[src/rtl/run_ctrl.sv]
// Run controller: sequences a core through reset, run and completion, with a
// RUN-cycle budget that forces a timeout when the program never halts.
module run_ctrl #(
  parameter int unsigned IW      = 8,
  parameter int unsigned CW      = 16,
  parameter int unsigned RST_CYC = 2,
  parameter int unsigned MAX_CYC = 1000
) (
  input  logic          clk,
  input  logic          reset,
  input  logic          start,
  input  logic [IW-1:0] start_addr,
  input  logic          halt_i,
  input  logic          abort,
  output logic          core_reset,
  output logic          core_en,
  output logic [IW-1:0] pc_init,
  output logic          busy,
  output logic          done,
  output logic          timeout,
  output logic [CW-1:0] cycle_count
);

  typedef enum logic [1:0] {StIdle, StInit, StRun, StDone} state_e;

  localparam logic [3:0]    RstCyc = 4'(RST_CYC);
  localparam logic [CW-1:0] MaxCyc = CW'(MAX_CYC);

  state_e        state_q, state_d;
  logic [3:0]    init_cnt_q, init_cnt_d;
  logic [IW-1:0] pc_init_q, pc_init_d;
  logic [CW-1:0] cycle_count_q, cycle_count_d;
  logic [CW-1:0] cycle_inc;
  logic          timeout_q, timeout_d;

  // Next-state and datapath updates; every register holds unless a rule fires.
  always_comb begin
    state_d       = state_q;
    init_cnt_d    = init_cnt_q;
    pc_init_d     = pc_init_q;
    cycle_count_d = cycle_count_q;
    timeout_d     = timeout_q;
    cycle_inc     = cycle_count_q + CW'(1);

    unique case (state_q)
      // DONE restarts exactly like IDLE; abort and halt_i are ignored here.
      StIdle, StDone: begin
        if (start) begin
          state_d       = StInit;
          pc_init_d     = start_addr;
          cycle_count_d = '0;
          timeout_d     = 1'b0;
          init_cnt_d    = RstCyc;
        end
      end
      StInit: begin
        if (abort) begin
          state_d = StIdle;
        end else begin
          init_cnt_d = init_cnt_q - 4'd1;
          if (init_cnt_d == 4'd0) begin
            state_d = StRun;
          end
        end
      end
      // The exit cycle (abort, halt or budget) is still counted as a RUN cycle.
      StRun: begin
        cycle_count_d = cycle_inc;
        if (abort) begin
          state_d = StIdle;
        end else if (halt_i) begin
          state_d = StDone;
        end else if (cycle_inc == MaxCyc) begin
          state_d   = StDone;
          timeout_d = 1'b1;
        end
      end
      default: state_d = StIdle;
    endcase
  end

  // State register with synchronous reset taking priority over all inputs.
  always_ff @(posedge clk) begin
    if (reset) begin
      state_q       <= StIdle;
      init_cnt_q    <= 4'd0;
      pc_init_q     <= '0;
      cycle_count_q <= '0;
      timeout_q     <= 1'b0;
    end else begin
      state_q       <= state_d;
      init_cnt_q    <= init_cnt_d;
      pc_init_q     <= pc_init_d;
      cycle_count_q <= cycle_count_d;
      timeout_q     <= timeout_d;
    end
  end

  // Outputs decoded from registered state only.
  always_comb begin
    core_reset  = (state_q == StIdle) || (state_q == StInit);
    core_en     = (state_q == StRun);
    busy        = (state_q == StInit) || (state_q == StRun);
    done        = (state_q == StDone);
    timeout     = timeout_q;
    pc_init     = pc_init_q;
    cycle_count = cycle_count_q;
  end

endmodule

[config.mk]
export PLATFORM = sky130hd
export DESIGN_NAME = run_ctrl
export DESIGN_NICKNAME = d
export VERILOG_FILES = /design/src/rtl/run_ctrl.sv
export SDC_FILE = /design/constraint.sdc
export NUM_CORES = 1
export LEC_CHECK = 0
export CAP_MARGIN = 15
export CORE_ASPECT_RATIO = 1.75
export CORE_MARGIN = 1
export CORE_UTILIZATION = 45
export CTS_BUF_LIST = sky130_fd_sc_hd__clkbuf_2
export DETAILED_ROUTE_END_ITERATION = 16
export PLACE_DENSITY = 0.76
export SLEW_MARGIN = 40
export SYNTH_ARGS = -nofsm -noshare
export SYNTH_HDL_FRONTEND = slang
export SYNTH_SLANG_ARGS = --single-unit
[constraint.sdc]
create_clock -name clk -period 2.2 [get_ports clk]
set_clock_uncertainty 0.05 [all_clocks]
set_input_delay 0.33 -clock clk [delete_from_list [all_inputs] [get_ports clk]]
set_output_delay 0.33 -clock clk [all_outputs]
set_load 0.05 [all_outputs]
==> results of run 1 <==
-- where the power goes --
group	internal [mW]	total, mW	switching (mW)	leakage [nW]
combinational	0.132	0.338	0.206	0.694
clock	0.187	0.385	0.197	0.0404
sequential	0.584	0.602	0.0181	0.255
total	0.903	1.32	0.421	0.990
-- per-layer routing --
metal | share of wire, % | global-route usage [%]
met1 | 40 | 24.2
met2 | 54 | 42.8
met3 | 3.0 | 4.21
met4 | 2.8 | 13.0
met5 | 0 | 0
-- per-stage QoR --
step | power (mW) | setup TNS (ns) | instance area, sq um | setup slack (ns)
after floorplan | 0.832 | 0 | 1840 | 0.00297
after global placement | 0.948 | 0 | 2390 | 0.187
final | 1.32 | 0 | 2470 | 0.0719
after detailed placement | 0.953 | 0 | 2390 | 0.161
after global routing | 1.40 | -0.00180 | 2470 | -0.00180
after CTS | 1.34 | 0 | 2450 | 0.0492
-- timing repair --
action | in CTS | in global routing
resized for setup | 2 | 6
endpoints found under the setup margin | 2 | 6
hold buffers | 0 | 0
-- sequential cells by signal (all words and copies together) (netlist names) --
signal       cells
pc_init          8
state_q          2
init_cnt_q       4
timeout          1
cycle_count     16
-- worst paths after layout --
| kind | cells after the start | start | slack, ns | endpoint |
|---|---|---|---|---|
| setup / recovery | 1 | cycle_count[11] | 0.07 | cycle_count[11] |
| hold / removal | 2 | pc_init[0] | 0.42 | pc_init[0] |
| setup reg to reg | 8 | init_cnt_q[0] | 0.14 | state_q[0] |
| hold reg to reg | 2 | pc_init[0] | 0.42 | pc_init[0] |
-- final cells by class --
cell class                 instances  area, sq um  area share [%]
sequential                        31          633            25.7
timing repair buffer              58          548            22.2
tap                               48         60.1            2.44
inverter                           5         18.8           0.761
clock inverter                     3         38.8            1.57
clock buffer                       5         25.0            1.01
multi-input combinational        180         1140            46.3
-- cell families after synthesis --
logic type | synth area share (%)
AOI/OAI and AO/OA | 21.2
xor gates and xnor gates | 2.87
adders and majority gates | 5.47
buffers and inverters | 4.17
DFF | 33.9
muxes | 1.09
and+or+nand+nor | 31.3
-- synth_stat cells (4+ instances only) --
cell type   n  area [sq um]
nand3_1     6          30.0
buf_2       4          20.0
ha_1        8           100
o21ai_0    11          55.1
nand2_1    32           120
a21oi_1    25           125
nor3_1      9          45.0
inv_1       5          18.8
dfxtp_1    31           621
clkbuf_1    9          33.8
nor2b_1     5          31.3
nor2_1     24          90.1
a31oi_1     5          31.3
==> metrics.yaml, run 1 <==
layout_commonest_cell: "clkdlybuf4s50_1"
syn_inst: 230
n_fill_cell: 351
setup_viol: 0
synth_ff_type: "dfxtp_1"
clk_latency_ns: 0.36
die_area_sq_um: 4330
max_clock_freq_mhz: 470
synth_area_sq_um: 1830
max_stage_delay_ns: 0.87
grt_usage_pct: 23.4
drv_cap: 0
nets: 302
die_y_um: 86.3
start_util_pct: 47.3
area_growth_syn_to_layout_pct: 34.8
max-vdd-ir-drop_mv: 0.545
io_pins: 42
grt_pass1_vias: 1774
critical_path.top_delay_family: "buffers and inverters"
grt_max_degree: 18
relSlewSlack_pct: 64.9
hpwlAfterDp_um: 3420
place_inst: 322
synth_nets: 251
vias: 1868
drive_above_1_share_pct: 17.7
antenna_found_initial: 0
rsz0062_at_grt: "true"
viasPerCell: 5.66
port_buffers: 41
end_kind: "output pin"
dr.pass1.iters: 4
drcViolationCount: 0
numCtsBuffers: 5
hold_violations: 0
crit_arrival_ns: 1.75
power_density_nw_per_um2: 537
cts.sinks: 31
cp_slowest_cell: "clkdlybuf4s50_1"
syn_avg_cell_area_sq_um: 7.95
hold_ws_ns: 0.421
final_cell_mix: "clkdlybuf4s50_1 (33), nand2_1 (32), a21oi_1 (25), dfxtp_1 (25), nor2_1 (24)"
hp-class: "reg2reg"
yosysWarnings: 0
cts_tree: "yes"
num_rows: 30
worstSetupPathType: "reg2out"
yosysUniqueCellTypes: 47
drt_iter0_markers: 55
clk_transition_reported_paths_ns: 0.17
fin_cells: 330
required_ns: 1.82
drt_wl_total_um: 4730
grt_pass1_wl_um: 7780
p_leak_nw: 0.990
cp_cell_sequence: "clkdlybuf4s50_1"
clockBufferDepth: 2
htree_levels: 2
fin_crit_ns: 2.13
ys_ff_latch: 31
ant_nets: 0
gp_congestion: 0.850
post-route-period-util_pct: 96.7
status: "finished, final reports clean"
cp_max_fo: 8
fin_util_pct: 63.8
async_reset_ff_share_pct: 0
synth_seq_area_share_pct: 33.9
die_w_um: 50.2
finalMaxSlewViolations: 0
wl_per_cell_um: 14.3
insertedDiodeCount: 0
crit_buf_inv: 1
max_slew.worst_pin.slew_ns: 0.525
fp.coreArea_sq_um: 3870
synth_edf_count: 0
cts_setup_buffers: 0
cp-start-kind: "flop"
overflow: 0
cts_root_buf: "clkbuf_2"
(Power assumes the default switching activity.)
==> inputs of run 2 (changes only) <==
--- a/config.mk
+++ b/config.mk
@@ -5,12 +5,14 @@
 export SDC_FILE = /design/constraint.sdc
 export NUM_CORES = 1
 export LEC_CHECK = 0
+export ABC_CLOCK_PERIOD_IN_PS = 2200
 export CAP_MARGIN = 15
 export CORE_ASPECT_RATIO = 1.75
 export CORE_MARGIN = 1
 export CORE_UTILIZATION = 45
 export CTS_BUF_LIST = sky130_fd_sc_hd__clkbuf_2
 export DETAILED_ROUTE_END_ITERATION = 16
+export GPL_ROUTABILITY_DRIVEN = 0
 export PLACE_DENSITY = 0.76
 export SLEW_MARGIN = 40
 export SYNTH_ARGS = -nofsm -noshare
==> results of run 2 <==
Final layout, timing and power as in run 1 (identical DEF).
==> patch 1, RTL diff (flow settings as in run 1) <==
Add an input register stage for `start`, `start_addr`, `halt_i` and `abort`, without a reset; this delays them by one clock. Comments in the files are not updated.
--- a/src/rtl/run_ctrl.sv
+++ b/src/rtl/run_ctrl.sv
@@ -28,2 +28,14 @@
 
+  logic start_q;
+  logic [IW-1:0] start_addr_q;
+  logic halt_q;
+  logic abort_q;
+
+  always_ff @(posedge clk) begin
+    start_q      <= start;
+    start_addr_q <= start_addr;
+    halt_q       <= halt_i;
+    abort_q      <= abort;
+  end
+
   state_e        state_q, state_d;
@@ -47,5 +59,5 @@
       StIdle, StDone: begin
-        if (start) begin
+        if (start_q) begin
           state_d       = StInit;
-          pc_init_d     = start_addr;
+          pc_init_d     = start_addr_q;
           cycle_count_d = '0;
@@ -56,3 +68,3 @@
       StInit: begin
-        if (abort) begin
+        if (abort_q) begin
           state_d = StIdle;
@@ -68,5 +80,5 @@
         cycle_count_d = cycle_inc;
-        if (abort) begin
+        if (abort_q) begin
           state_d = StIdle;
-        end else if (halt_i) begin
+        end else if (halt_q) begin
           state_d = StDone;
Behaviour: not the same (Yosys sat finds a counterexample within 4 cycles, from zero or initial values and one cycle with reset high).
==> patch 1 against run 1 <==
Synthesized area rose by 11%. Total power grew 13%. Setup slack improved by 4.9 ps. Routed wire length increased by 7.9%. Sequential cell count up 11. Die area up 11%. Highest routed layer unchanged. Count of clock-buffer cells in the layout unchanged. Design area up 8.5%.
==> patch 1: results (changes against run 1) <==
[hold_path]
worstHoldStart=abort
hp-class=in2reg
min_path_cells=1  ; -1
worstHoldEndpoint=abort_q$_DFF_P_

[cells_and_area]
fillers=396  ; +13%
syn_to_final_growth_pct=31.6
buffer_area_share_pct=19.4  ; -2.9 points
clock_cell_area_share_pct=1.78  ; -0.81 points
regArea_um2=882  ; +39%
nMultiInputCombCells=190  ; +5.6%
multi_input_area_share_pct=42.7  ; -3.7 points
inv_count=6  ; +1
drive_above_1_share_pct=18.3  ; +0.54 points
nets=321  ; +6.3%
buffers=55  ; -5.2%
largest_register_ff_count=16  ; unchanged

[logic_synthesis]
ys_ff_latch=42  ; +35%
synth_common_cells=dfxtp_1 (42), nand2_1 (35), nor2_1 (31)
ys_seq_area_share_pct=41.4  ; +7.4 points
synth_nets=276  ; +10%
synth.avg_cell_area_um2=7.97  ; +0.25%
yosys.cell_types.count=44  ; -6.4%
yosys-top-cells-area=dfxtp_1 (41%), a21oi_1 (6.9%), nand2_1 (6.5%)

[route]
firstDrtPassIters=5  ; +1
dr.first_iter.drc_count=16  ; -71%
met1_length_um=1920  ; +2.1%
totalWireLength_um=5100  ; +7.9%
vias=1953  ; +4.6%
route.met2.wl_um=2880  ; +12%
vias_per_cell=5.55  ; -2.0%
wl_met3_um=163  ; +13%

[grt]
grt_use_met1_pct=23.3  ; -0.92 points
grt_pass1_wl_um=8230  ; +5.9%
grtUsageTotal_pct=22.8  ; -0.54 points
globalRouteMet2Util_pct=42.1  ; -0.70 points
grt_pass1_vias=1874  ; +5.6%
gr-usage-met3_pct=3.87  ; -0.34 points

[worst_setup_path]
cp_slowest_stage_delay_ps=840  ; -30 ps
rr_endpoint=state_q[0]$_SDFFE_PP0P_
crit_fanout=6  ; -2
r2r_start=cycle_count[1]$_SDFFE_PP0P_
ff2ff_setup_slack_ps=90  ; -50 ps

[place]
dp_slack_ps=110  ; -50.4 ps
dp_cells=342  ; +6.2%
place_congestion=0.900  ; +5.9%
place_area_um2=2580  ; +8.0%
hpwl_um=3670  ; +7.2%

[pwr]
seqPwrFrac_pct=54.0  ; +8.5 points
pg_clk_uw=351  ; -8.8%
power.leakage_uw=0.000998  ; +0.81%
pwr_density_cell_nw_per_um2=561  ; +4.3%
switchingPower_uw=500  ; +19%

[sta]
worst_pin_slew_ps=523  ; -1.87 ps
finalCritPeriodShare_pct=96.5  ; -0.22 points

[clocking]
insertion_delay_ps=430  ; +70 ps
path_clk_slew_ps=260  ; +90 ps

[floorplan]
rows=32  ; +6.7%

[status]
outcome=complete, no violations

[patch 1: changes by cell type after synthesis, moves of 2 or more]
cell and change:
a31oi_1 -2, dfxtp_1 +11, nor2b_1 -2, nand4_1 +3, nand2_1 +3, a21oi_1 +3, or3_2 +2, a31o_2 -2
nor2_1 +7, o211a_1 -2, nand3_1 +3, nor3b_1 +2
[patch 1: what timing repair did]
| item | 4_1_cts | 5_1_grt |
|---|---|---|
| resized for setup | 2 | 10 |
| setup endpoints to repair | 2 | 6 |
| cloned | 0 | 0 |
| pin swaps | 0 | 4 |
| setup buffers | 0 | 2 |
| hold buffers | 0 | 0 |
[patch 1: kinds of logic (layout without fill, tap and decap cells)]
family	after synthesis	count (layout)	synth area share [%]
compound gates	61	61	18.0
xor+xnor	5	5	2.15
fa+ha+maj	8	8	4.92
buf+inv	23	69	4.61
flops	42	42	41.4
mux	1	1	0.492
simple gates	115	115	28.5
==> patch 2, RTL diff (settings of run 1) <==
Made on the original files. `CW`: 16 -> 32.
--- a/src/rtl/run_ctrl.sv
+++ b/src/rtl/run_ctrl.sv
@@ -4,3 +4,3 @@
   parameter int unsigned IW      = 8,
-  parameter int unsigned CW      = 16,
+  parameter int unsigned CW      = 32,
   parameter int unsigned RST_CYC = 2,
Ports: changed (resized cycle_count); port bits go from 42 to 58. No check against the original RTL was run, so the function may have changed too.
==> patch 2 against run 1 <==
The run now ends with setup timing left. Setup slack lost 410 ps. Synthesized area grew 68%. Non-clock buffer count grew 106. Design area grew 92%. Global-route usage grew 7.2 points. Critical path depth grew 8. Total power grew 27%. Sequential cell count grew 16. Routed wire length grew 130%. Critical endpoint is now state_q[0]$_SDFFE_PP0P_. Largest power group unchanged.
==> patch 2: results (changes against run 1) <==
[status]
outcome=finished with violations
failed_checks=setup timing

[cells_and_area]
nets=579  ; +92%
buffer_area_share_pct=30.6  ; +8.4 points
seq_share_pct=21.0  ; -4.7 points
clkbuf_count=8  ; +3
inv_count=10  ; +5
fin_cells=641  ; +94%
clock_cell_area_share_pct=0.846  ; -1.7 points
buffers=164  ; +180%
multi_input_comb_area_um2=2110  ; +85%
nMultiInputCombCells=330  ; +83%
drive_above_1_share_pct=32.6  ; +15 points

[pwr]
switchingPower_uw=572  ; +36%
peakVddDrop_mv=0.366  ; -33%
seq_power_uw=882  ; +47%

[worst_setup_path]
worstPathArrival_ps=2900  ; +1150 ps
cpMaxStageDelayCell=or4_1
ff2ff_setup_slack_ps=-340  ; -480 ps
cp_top_family=simple AND/OR/NAND/NOR gates
cp_slowest_stage_delay_ps=620  ; -250 ps
ff2ff_path_depth=9  ; +1
crit_fanout=5  ; -3
r2r_start=cycle_count[17]$_SDFFE_PP0P_

[place]
place_congestion=0.969  ; +14%
hpwl_um=7720  ; +130%
placement.io_buffers=57  ; +39%

[hold_path]
hp-class=in2reg
worstHoldEndpoint=pc_init[2]$_SDFFE_PP0P_
min_path_cells=3  ; +1

[clocking]
insertion_delay_ps=450  ; +90 ps
path_clk_slew_ps=250  ; +80 ps

[route]
vias_per_cell=5.85  ; +3.4%
dr.first_iter.drc_count=229  ; +320%
wl_per_cell_um=16.8  ; +17%

[grt]
grtUsageTotal_pct=30.6  ; +7.2 points
grt_pass1_wl_um=17300  ; +120%

[sta]
setup_viol=3  ; +3
layout_setup_ws_ps=-339  ; -411 ps
maxSlewHeadroom_pct=65.5  ; +0.60 points

[logic_synthesis]
synth_common_cells=nand2_1 (50), dfxtp_1 (47), nor2_1 (47)
yosys-top-cells-area=dfxtp_1 (31%), a21oi_1 (7.3%), nand2_1 (6.1%)
synth.avg_cell_area_um2=7.25  ; -8.9%

patch 2: through the flow:
step	total power [uW]	setup TNS, ps	hold WS [ps]	setup WS [ps]	instance area, um^2
floorplan	1150	-2270	416	-487	3240
global placement	1300	-850	392	-324	4440
detailed placement	1300	-991	402	-403	4440
CTS	1690	-971	315	-324	4560
global route	1760	-1530	327	-452	4730
finish	1690	-916	330	-339	4730
patch 2: routing by layer:
layer / global-route usage [%] / wire length (um)
met1: 31.6 / 4040
met2: 57.3 / 5740
met3: 4.61 / 496
met4: 15.9 / 503
met5: 0 / 0
patch 2: how the worst max path moves through the flow:
stage | start | to | slack, ps
after floorplan | cycle_count[6]$_SDFFE_PP0P_ | state_q[1]$_SDFFE_PP0P_ | -490
after global placement | cycle_count[1]$_SDFFE_PP0P_ | state_q[1]$_SDFFE_PP0P_ | -320
after detailed placement | cycle_count[1]$_SDFFE_PP0P_ | state_q[1]$_SDFFE_PP0P_ | -400
after CTS | cycle_count[0]$_SDFFE_PP0P_ | state_q[0]$_SDFFE_PP0P_ | -320
after global routing | cycle_count[9]$_SDFFE_PP0P_ | state_q[1]$_SDFFE_PP0P_ | -450
final | cycle_count[17]$_SDFFE_PP0P_ | state_q[0]$_SDFFE_PP0P_ | -340
patch 2: repair_timing:
action                                 CTS  global route
cloned                                   0             0
pin swaps                               10            12
setup endpoints to repair               17            36
hold buffers                             0             0
gates resized for setup                 22            40
endpoints found under the hold margin    0             0
buffers inserted                         8             4
patch 2: logic make-up after synthesis:
group | after synthesis | synth area share [%]
simple gates | 200 | 34.4
compound gates | 110 | 21.7
buf+inv | 48 | 6.70
flops | 47 | 30.6
xor+xnor | 11 | 3.13
fa+ha+maj | 8 | 3.25
mux | 1 | 0.325
